`config.mk`:
```
export PLATFORM = sky130hd
export DESIGN_NAME = io_reg_bank
export DESIGN_NICKNAME = d
export VERILOG_FILES = /design/src/rtl/io_reg_bank.sv
export SDC_FILE = /design/constraint.sdc
export NUM_CORES = 1
export LEC_CHECK = 0
export BUFFER_PORTS_ARGS = -buffer_cell sky130_fd_sc_hd__buf_2
export CORE_ASPECT_RATIO = 2
export CORE_MARGIN = 2
export CORE_UTILIZATION = 55
export CTS_CLUSTER_DIAMETER = 120
export DETAILED_ROUTE_END_ITERATION = 8
export GPL_TIMING_DRIVEN = 0
export PLACE_DENSITY = 0.89
export SLEW_MARGIN = 10
export SYNTH_ARGS = -nofsm -noshare
export SYNTH_HDL_FRONTEND = slang
export SYNTH_SLANG_ARGS = --single-unit
```
`constraint.sdc`:
```
create_clock -name clk -period 4.25 [get_ports clk]
set_clock_uncertainty 0.2 [all_clocks]
set_input_delay 0 -clock clk [delete_from_list [all_inputs] [get_ports clk]]
set_output_delay 0 -clock clk [all_outputs]
set_load 0.02 [all_outputs]
```
`src/rtl/io_reg_bank.sv`:
```
// Bank of DEPTH IO registers with write/set/clear/toggle writes, a registered read port,
// sticky per-register change flags and an OR-reduced interrupt.
module io_reg_bank #(
    parameter int unsigned      WIDTH     = 8,
    parameter int unsigned      DEPTH     = 4,
    parameter int unsigned      AW        = $clog2(DEPTH),
    parameter logic [WIDTH-1:0] RESET_VAL = '0
) (
    input  logic                     clk,
    input  logic                     rst,
    input  logic                     wr_en,
    input  logic [AW-1:0]            wr_addr,
    input  logic [1:0]               wr_mode,
    input  logic [WIDTH-1:0]         wr_data,
    input  logic                     rd_en,
    input  logic [AW-1:0]            rd_addr,
    output logic [WIDTH-1:0]         rd_data,
    output logic                     rd_valid,
    output logic                     rd_err,
    output logic [DEPTH*WIDTH-1:0]   reg_out,
    output logic [DEPTH-1:0]         chg_flags,
    input  logic [DEPTH-1:0]         chg_clr,
    output logic                     irq
);

    localparam logic [1:0] MODE_WRITE  = 2'b00;
    localparam logic [1:0] MODE_SET    = 2'b01;
    localparam logic [1:0] MODE_CLEAR  = 2'b10;
    localparam logic [1:0] MODE_TOGGLE = 2'b11;

    logic [DEPTH-1:0][WIDTH-1:0] regs_q, regs_d;
    logic [DEPTH-1:0]            flags_q, flags_d;
    logic [WIDTH-1:0]            rd_data_q, rd_data_d;
    logic                        rd_valid_q, rd_valid_d;
    logic                        rd_err_q, rd_err_d;
    logic                        irq_q, irq_d;

    logic                        wr_hit_c;
    logic                        rd_in_range_c;
    logic [WIDTH-1:0]            wr_old_c;
    logic [WIDTH-1:0]            wr_new_c;

    // Next-state: write-mode update, change detection and read capture (read sees pre-write value)
    always_comb begin
        regs_d        = regs_q;
        flags_d       = flags_q & ~chg_clr;
        rd_data_d     = rd_data_q;
        rd_valid_d    = 1'b0;
        rd_err_d      = 1'b0;
        irq_d         = |flags_q;
        wr_old_c      = '0;
        wr_new_c      = '0;
        wr_hit_c      = wr_en && (32'(wr_addr) < DEPTH);
        rd_in_range_c = 32'(rd_addr) < DEPTH;

        for (int unsigned i = 0; i < DEPTH; i++) begin
            if (wr_addr == AW'(i)) begin
                wr_old_c = regs_q[i];
            end
        end

        case (wr_mode)
            MODE_WRITE:  wr_new_c = wr_data;
            MODE_SET:    wr_new_c = wr_old_c | wr_data;
            MODE_CLEAR:  wr_new_c = wr_old_c & ~wr_data;
            MODE_TOGGLE: wr_new_c = wr_old_c ^ wr_data;
            default:     wr_new_c = wr_data;
        endcase

        for (int unsigned i = 0; i < DEPTH; i++) begin
            if (wr_hit_c && (wr_addr == AW'(i))) begin
                regs_d[i] = wr_new_c;
                // A set in the same cycle as a clear request wins
                if (wr_new_c != wr_old_c) begin
                    flags_d[i] = 1'b1;
                end
            end
        end

        if (rd_en) begin
            rd_valid_d = 1'b1;
            rd_err_d   = !rd_in_range_c;
            rd_data_d  = '0;
            for (int unsigned i = 0; i < DEPTH; i++) begin
                if (rd_in_range_c && (rd_addr == AW'(i))) begin
                    rd_data_d = regs_q[i];
                end
            end
        end
    end

    always_ff @(posedge clk or posedge rst) begin
        if (rst) begin
            regs_q     <= {DEPTH{RESET_VAL}};
            flags_q    <= '0;
            rd_data_q  <= '0;
            rd_valid_q <= 1'b0;
            rd_err_q   <= 1'b0;
            irq_q      <= 1'b0;
        end else begin
            regs_q     <= regs_d;
            flags_q    <= flags_d;
            rd_data_q  <= rd_data_d;
            rd_valid_q <= rd_valid_d;
            rd_err_q   <= rd_err_d;
            irq_q      <= irq_d;
        end
    end

    assign reg_out   = regs_q;
    assign chg_flags = flags_q;
    assign rd_data   = rd_data_q;
    assign rd_valid  = rd_valid_q;
    assign rd_err    = rd_err_q;
    assign irq       = irq_q;

endmodule
```
==> results.cfg, run 1 <==
[route]
drc_errors = 0
ant_nets = 0
firstDrtPassIters = 6
wirelength_um = 6740
vias = 2110
wl_per_cell_um = 18.7
vias_per_cell = 5.86
drt_iter0_markers = 121

[synth]
synth_top_area_cell = dfrtp_1
synthFlopType = dfrtp_1
synthDistinctLibCells = 28
synth_edf_count = 0
ys_warn_count = 0
synth_top_cell_area_share_pct = 43.6
avgSynthCellArea_um2 = 11.8
yosysSeqAreaShare_pct = 43.6
ys_top_cells_by_area = dfrtp_1 44%, mux4_2 19%, ha_1 7.6%
async_flop_share_pct = 100
synthesis.area_mm2 = 0.00264
syn-num-nets = 262
synth_cells = 224
synth_seq_cells = 46

[sta]
post-route-period-util_pct = 72.5
slew_headroom_pct = 54.5
tns_ns = 0
drv_slew = 0
hold_viol = 0
rsz0062_at_grt = false
holdWs_ns = 0.0417
fin_ws_ns = 1.17
fmax_ghz = 0.325
fin_crit_ns = 3.08
finalSetupViolations = 0
tightest_slew_ns = 0.683

[power]
p_clk_share_pct = 24.1
p_per_area_mw_per_mm2 = 511
power_frac_comb_pct = 38.3
p_leak_nw = 1.60
internal-power_mw = 1.06
seqPwrFrac_pct = 37.5
power_switching_mw = 0.614
switching_share_pct = 36.7
peakVddDrop_mv = 0.403

[global_routing]
grt_first_pass_wirelength_um = 10700
grt_pass1_vias = 2235
grt_antenna_before_repair = 0
overflow = 0
grtUsageTotal_pct = 28.0
grt_max_degree = 35

[cells_and_area]
syn_to_final_growth_pct = 23.9
antenna_cells = 0
mostFrequentLayoutCell = buf_2
seq_area_mm2 = 0.00115
multiInputGateArea_mm2 = 0.00132
fillCellCount = 327
layout_common_cells = 66 x buf_2, 46 x dfrtp_1, 33 x nand2_1
drive_above_1_share_pct = 38.7
instances_no_fill = 360
fin_nets = 342

[worst_hold_path]
min_to = reg_out[3]
hp-start = wr_mode[0]
min_path_type = in -> reg
whs_path_depth = 3

[clocking]
cts_sinks = 46
root_buffer = clkbuf_8
cts_resized = 0
h-tree-depth = 2
insertion_delay_ns = 0.31
post_cts_buffers = 0
cts_buffers = 5
clk_pin_slew_ns = 0.09
cts_tree = done
cts_buffer_depth = 2

[critical_path]
cp_num_buf_inv = 0
rr_startpoint = reg_out[27]
critPathSlowestCell = mux4_1
reg2reg_slack_ns = 1.17
path_delay_family = multiplexers
path_cells = mux4_2 -> ha_1 -> mux4_1 -> xnor2_1 -> nand4_1 -> nor4_4 -> o22ai_2
reg2reg_to = chg_flags[1]
critPathRequiredTime_ns = 4.21
path_max_fanout = 5
rr_worst_depth = 7
endpoint_kind = flip-flop
cp-start-kind = flip-flop
slowest_delay_ns = 0.60
arrival_ns = 3.04
critical_path_class = reg -> reg

[placement]
portBuffers = 64
dpl.cell_count = 344
pre_cts_ws_ns = 1.23
gp_congestion = 0.869
post-dp-hpwl_um = 4950

[run_status]
status = finished clean

[floorplanning]
core.rowCount = 35
die_w_um = 53
initial_utilization_pct = 57.4
die_area_mm2 = 0.00541
core_mm2 = 0.00460
die_h_um = 102
io_pins = 69

[job]
maxCapViolations = 0
==> worst max path at each step <==
stage | startpoint | to | slack, ns | cells after the start
CTS | reg_out[29] | chg_flags[3] | 1.21 | 7
detailed placement | reg_out[29] | chg_flags[3] | 1.23 | 7
finish | reg_out[27] | chg_flags[1] | 1.17 | 7
global route | reg_out[29] | chg_flags[0] | 1.09 | 7
global placement | reg_out[31] | chg_flags[2] | 1.28 | 7
floorplan | reg_out[29] | chg_flags[1] | 1.42 | 7
==> power by group through the flow <==
| stage | sequential (mW) | combinational (mW) | clock, mW |
|---|---|---|---|
| final | 0.627 | 0.641 | 0.404 |
| after global routing | 0.641 | 0.694 | 0.422 |
| after CTS | 0.626 | 0.642 | 0.405 |
| after detailed placement | 0.634 | 0.629 | 0 |
| after global placement | 0.625 | 0.599 | 0 |
| after floorplan | 0.746 | 0.305 | 0 |
==> state kept, by name, summed over array words and instances, names as in the netlist <==
signal,flops
chg_flags,4
irq,1
rd_data,8
rd_valid,1
reg_out,32
==> area by class of cell <==
class,count,share of cell area (%)
Inverter,28,3.21
Tap cell,55,2.10
Timing Repair Buffer,73,12.8
Clock inverter,2,1.83
Buffer,13,2.14
Multi-Input combinational cell,137,40.2
Sequential cell,46,35.2
Clock buffer,6,2.52
==> repair_timing <==
action                                  in CTS  in global routing
endpoints found under the setup margin       0                  0
endpoints found under the hold margin       55                  0
hold buffers                                 8                  0
==> logic make-up after synthesis <==
kind of cell	Yosys count	synth area share, %
other	1	0.142
adders and majority gates	16	7.58
muxes	31	23.2
and+or+nand+nor	42	7.34
buffers and inverters	41	6.63
DFF	46	43.6
AOI/OAI and AO/OA	39	8.62
xor gates and xnor gates	8	2.94
==> tightest hold or removal path: stages <==
cell	delay, ns
buf_2	0.09
mux4_1	0.35
o21ai_1	0.08
==> stage by stage <==
step | total power, mW | cell area [um^2] | utilization [%]
5_1_grt | 1.76 | 3270 | 71.2
6_report | 1.67 | 3270 | 71.2
3_5_place_dp | 1.26 | 3050 | 66.3
3_3_place_gp | 1.22 | 3030 | 65.9
4_1_cts | 1.67 | 3270 | 71.2
2_1_floorplan | 1.05 | 2640 | -
==> cells in the mapped netlist, drive strengths merged (2+ instances only) <==
cell type and number:
nand3b 2, nand2 33, clkbuf 7, a21oi 2, inv 27, mux2 8, buf 6, dfrtp 46
xnor2 8, nor2 2, o22ai 4, o21ai 32, nand4 2, mux4 23, ha 16
==> per-layer routing <==
layer  vias to the layer above  track usage (%)  wire length (um)
met2                       117             48.7              3780
met3                        28             4.39               408
met4                         0             18.1               326
li1                        935                -                 -
met5                         -                0                 0
met1                      1030             30.6              2230
(Power assumes the default switching activity.)
==> run 2: changes to the inputs <==
Settings changed: CORE_UTILIZATION 55 to 48, PLACE_DENSITY 0.89 to 0.82.
Clock period 4.25 ns to 2.5 ns, I/O delays scaled along.
==> run 2 against run 1 <==
The flow now finishes with violations (negative setup slack). Register-to-register slack lost 1.6 ns. Die area grew 14%. Utilization shrank 4.9 points. Global-route usage shrank 4.5 points. Total power grew 75%. Worst hold slack lost 0.0081 ns. Flip-flop and latch count is the same. Via count grew 4.2%. Setup slack lost 1.6 ns. Wire length grew 3.4%. Largest cell class unchanged.
==> results.cfg, run 2 (same netlist as run 1, synthesis figures left out) <==
[power]
power_frac_comb_pct = 45.7
peakVddDrop_mv = 0.610
internal-power_mw = 1.84
p_per_area_mw_per_mm2 = 824
p_leak_nw = 1.74
switching_share_pct = 37.4
power_switching_mw = 1.10
p_clk_share_pct = 18.7
seqPwrFrac_pct = 35.6

[clocking]
root_buffer = clkbuf_8
cts_buffers = 5
insertion_delay_ns = 0.31
cts_tree = done
cts_buffer_depth = 2
h-tree-depth = 2
clk_pin_slew_ns = 0.09
cts_sinks = 46

[global_routing]
overflow = 0
grtUsageTotal_pct = 23.6
grt_first_pass_wirelength_um = 11000
grt_antenna_before_repair = 0
grt_max_degree = 37
grt_pass1_vias = 2251

[critical_path]
slowest_delay_ns = 0.54
path_cells = mux4_2 -> ha_4 -> mux4_2 -> xnor2_2 -> nand2_1 -> nor4_4 -> buf_4 -> o22ai_2
endpoint_kind = flip-flop
critical_path_class = reg -> reg
arrival_ns = 2.88
cp_num_buf_inv = 1
cp-start-kind = flip-flop
critPathSlowestCell = mux4_2
path_delay_family = multiplexers
path_max_fanout = 4
critPathRequiredTime_ns = 2.46
critPathMostFrequentCell = mux4_2

[route]
drt_iter0_markers = 133
drc_errors = 0
vias_per_cell = 5.60
wirelength_um = 6970
vias = 2199
firstDrtPassIters = 4
ant_nets = 0
wl_per_cell_um = 17.7

[sta]
hold_viol = 0
rsz0062_at_grt = true
fmax_ghz = 0.343
slew_headroom_pct = 49.0
finalSetupViolations = 4
drv_slew = 0
post-route-period-util_pct = 117
tns_ns = -1.61
fin_ws_ns = -0.413
fin_crit_ns = 2.91
tightest_slew_ns = 0.765

[floorplanning]
die_h_um = 109
die_w_um = 56.5
die_area_mm2 = 0.00615
core_mm2 = 0.00537
initial_utilization_pct = 49.2
io_pins = 69
core.rowCount = 38

[placement]
post-dp-hpwl_um = 4900
gp_congestion = 0.885
dpl.cell_count = 349
portBuffers = 64

[cells_and_area]
seq_area_mm2 = 0.00116
largest_reg_flops = 32
fin_nets = 370
instances_no_fill = 393
fillCellCount = 386
antenna_cells = 0
multiInputGateArea_mm2 = 0.00141
syn_to_final_growth_pct = 34.9
layout_common_cells = 66 x buf_2, 38 x dfrtp_1, 33 x nand2_1
mostFrequentLayoutCell = buf_2
drive_above_1_share_pct = 49.5

[worst_hold_path]
min_path_type = in -> reg

[run_status]
violations = negative setup slack
status = finished, violations left

[job]
maxCapViolations = 0
-- run 2: cell types whose count changed in the layout (fill, tap and decap cells not counted) --
cell,previous run,this run
ha_1,16,11
buf_4,1,29
mux4_1,1,0
clkinv_2,0,2
clkbuf_8,6,5
bufinv_16,2,1
xnor2_1,7,2
xnor2_2,1,6
mux4_2,22,23
dfrtp_1,46,38
dfrtp_2,0,8
ha_4,0,5
-- run 2: final timing paths --
| path | start | cells after the start | slack (ns) | to |
|---|---|---|---|---|
| setup / recovery | reg_out[29] | 8 | -0.41 | chg_flags[0] |
| hold / removal | wr_en | 3 | 0.03 | reg_out[10] |
| setup reg to reg | reg_out[29] | 8 | -0.41 | chg_flags[0] |
| hold reg to reg | chg_flags[1] | 2 | 0.30 | irq |
| max in group asynchronous | rst | 5 | 1.08 | reg_out[6] |
| min in group asynchronous | rst | 4 | 0.52 | rd_data[3] |
-- run 2: repair_timing --
item	CTS	global route
hold buffers	8	0
setup endpoints to repair	4	4
buffers inserted	20	8
pin swaps	5	4
endpoints found under the hold margin	55	0
resized for setup	7	4
-- run 2: worst reg2reg max path, cell delays in order (launching register included) --
cell and delay (ns):
dfrtp_2 0.42, mux4_2 0.55, ha_4 0.23, mux4_2 0.52
xnor2_2 0.17, nand2_1 0.12, nor4_4 0.29, buf_4 0.20
o22ai_2 0.08
-- run 2: area by class of cell --
type	count	share of cell area [%]
inverters	28	2.95
clock inverters	3	1.12
plain buffers	13	1.97
repair buffers	101	17.7
well taps	60	2.11
flip-flops and latches	46	32.6
clock buffers	5	1.93
multi-input cells	137	39.6
-- run 2: routing by layer --
layer  routed length [um]  share of wire (%)  GRT usage [%]  vias up
met3                  346                5.0           3.80       19
met1                 2370                 34           24.9     1092
met5                    0                  0              0        -
met4                  218                3.1           13.3        0
met2                 4040                 58           43.3       95
li1                     -                  -              -      993
-- run 2: power by group through the flow --
stage | clock (mW) | sequential [mW] | combinational [mW]
floorplan | 0 | 1.28 | 0.518
global route | 0.583 | 1.07 | 1.45
global placement | 0 | 1.07 | 1.02
finish | 0.549 | 1.04 | 1.34
detailed placement | 0 | 1.08 | 1.07
CTS | 0.558 | 1.04 | 1.25
-- run 2: metrics by stage --
step / total power, mW / hold WS, ns / utilization, % / area, um^2 / worst slack, ns
after detailed placement: 2.15 / -0.256 / 57.1 / 3070 / -0.579
after global placement: 2.09 / -0.0765 / 56.7 / 3050 / -0.503
after global routing: 3.10 / 0.0605 / 66.3 / 3560 / -0.476
after CTS: 2.85 / 0.0243 / 64.4 / 3460 / -0.388
final: 2.93 / 0.0336 / 66.3 / 3560 / -0.413
after floorplan: 1.79 / -0.169 / - / 2650 / -0.289
==> run 3: changes to the inputs <==
Settings changed: CTS_BUF_LIST set to sky130_fd_sc_hd__clkbuf_16, CTS_CLUSTER_DIAMETER 120 to not set.
==> run 3 against run 2 <==
The flow still finishes with violations (negative setup slack). Critical path depth unchanged. Global-route usage increased by 0.51 points. Register-to-register slack hardly changed. Die area unchanged. Clock power is 37% higher. Maximum frequency increased by 0.31%. Critical endpoint unchanged.
==> results.cfg, run 3 (same netlist as run 1, synthesis figures left out) <==
[clocking]
cts_buffers = 5
insertion_delay_ns = 0.30
cts_sinks = 46
cts_tree = done
root_buffer = clkbuf_16
h-tree-depth = 2
clk_pin_slew_ns = 0.06
cts_buffer_depth = 2

[sta]
rsz0062_at_grt = true
slew_headroom_pct = 46.6
fin_crit_ns = 2.90
tightest_slew_ns = 0.801
fin_ws_ns = -0.404
drv_slew = 0
fmax_ghz = 0.344
tns_ns = -1.57
finalSetupViolations = 4
post-route-period-util_pct = 116
hold_viol = 0

[cells_and_area]
layout_common_cells = 66 x buf_2, 38 x dfrtp_1, 33 x nand2_1
antenna_cells = 0
mostFrequentLayoutCell = buf_2
fin_nets = 373
final_core_util_pct = 67.8
instances_no_fill = 396
largest_reg_flops = 32
syn_to_final_growth_pct = 37.8
drive_above_1_share_pct = 50.0

[floorplanning]
core_mm2 = 0.00537
die_w_um = 56.5
io_pins = 69
die_area_mm2 = 0.00615
initial_utilization_pct = 49.2
die_h_um = 109
core.rowCount = 38

[power]
p_leak_nw = 1.78
switching_share_pct = 35.9
power_frac_comb_pct = 43.0
power_switching_mw = 1.13
total_power_mw = 3.16
seqPwrFrac_pct = 33.1
p_clk_share_pct = 23.8
internal-power_mw = 2.02
p_per_area_mw_per_mm2 = 867
peakVddDrop_mv = 0.897

[critical_path]
critPathRequiredTime_ns = 2.45
critPathSlowestCell = mux4_2
reg2reg_to = chg_flags[0]
endpoint_kind = flip-flop
slowest_delay_ns = 0.54
rr_startpoint = reg_out[29]
arrival_ns = 2.85
rr_worst_depth = 8
reg2reg_slack_ns = -0.40
path_max_fanout = 4
cp-start-kind = flip-flop
critical_path_class = reg -> reg
critPathMostFrequentCell = mux4_2
path_cells = mux4_2 -> ha_4 -> mux4_2 -> xnor2_2 -> nand2_1 -> nor4_4 -> buf_4 -> o22ai_2

[route]
drt_iter0_markers = 124
vias = 2212
firstDrtPassIters = 4
ant_nets = 0
wirelength_um = 7010
drc_errors = 0
wl_per_cell_um = 17.7
vias_per_cell = 5.59

[worst_hold_path]
whs_path_depth = 3
min_path_type = in -> reg
min_to = reg_out[13]
hp-start = wr_en

[placement]
post-dp-hpwl_um = 4900
gp_congestion = 0.885
portBuffers = 64
dpl.cell_count = 349

[global_routing]
grt_max_degree = 37
overflow = 0
grt_antenna_before_repair = 0
grtUsageTotal_pct = 24.1
grt_first_pass_wirelength_um = 11200
grt_pass1_vias = 2259

[run_status]
status = finished, violations left
violations = negative setup slack

[job]
maxCapViolations = 0
-- run 3: critical path: cells and delay by family (launching register included) --
family / cells / cell delay (ns)
flops: 1 / 0.41
xor+xnor: 1 / 0.17
fa+ha+maj: 1 / 0.23
mux: 2 / 1.06
compound gates: 1 / 0.07
simple gates: 2 / 0.41
buf+inv: 1 / 0.20
-- run 3: cell type report --
type	instances	area, um^2
inverters	28	105
multi-input cells	137	1410
clock buffers	5	125
repair buffers	104	653
clock inverters	3	40.0
well taps	60	75.1
flip-flops and latches	46	1160
plain buffers	13	70.1
fillers	388	1730
-- run 3: per-stage QoR --
| stage | worst slack (ns) | hold WS (ns) | area, um^2 |
|---|---|---|---|
| global route | -0.445 | 0.0693 | 3640 |
| detailed placement | -0.579 | -0.256 | 3070 |
| global placement | -0.503 | -0.0765 | 3050 |
| floorplan | -0.289 | -0.169 | 2650 |
| CTS | -0.395 | 0.0489 | 3500 |
| finish | -0.404 | 0.0595 | 3640 |
-- run 3: worst max-delay path by stage --
stage                     cells past startpoint   startpoint  slack, ns           end
after global routing                          8  reg_out[29]      -0.45  chg_flags[3]
after global placement                        7  reg_out[27]      -0.50  chg_flags[2]
after floorplan                               7  reg_out[29]      -0.29  chg_flags[1]
after CTS                                     8  reg_out[11]      -0.39  chg_flags[0]
final                                         8  reg_out[29]      -0.40  chg_flags[0]
after detailed placement                      7  reg_out[27]      -0.58  chg_flags[0]
-- run 3: power groups by stage --
stage	clock network (mW)	logic [mW]	registers, mW
after floorplan	0	0.518	1.28
after global placement	0	1.02	1.07
after detailed placement	0	1.07	1.08
after CTS	0.757	1.23	1.05
after global routing	0.785	1.47	1.07
final	0.752	1.36	1.05
-- run 3: routing by layer --
metal  global-route usage (%)  share of wire [%]
met5                        0                  0
met4                     15.0                4.3
met3                     3.80                4.9
met2                     42.6                 56
met1                     26.4                 35
-- run 3: repair_timing --
item,CTS,global route
setup buffers,17,14
hold buffers,8,0
resized for setup,7,5
hold endpoints to repair,53,0
setup endpoints to repair,4,4
pin swaps,5,4
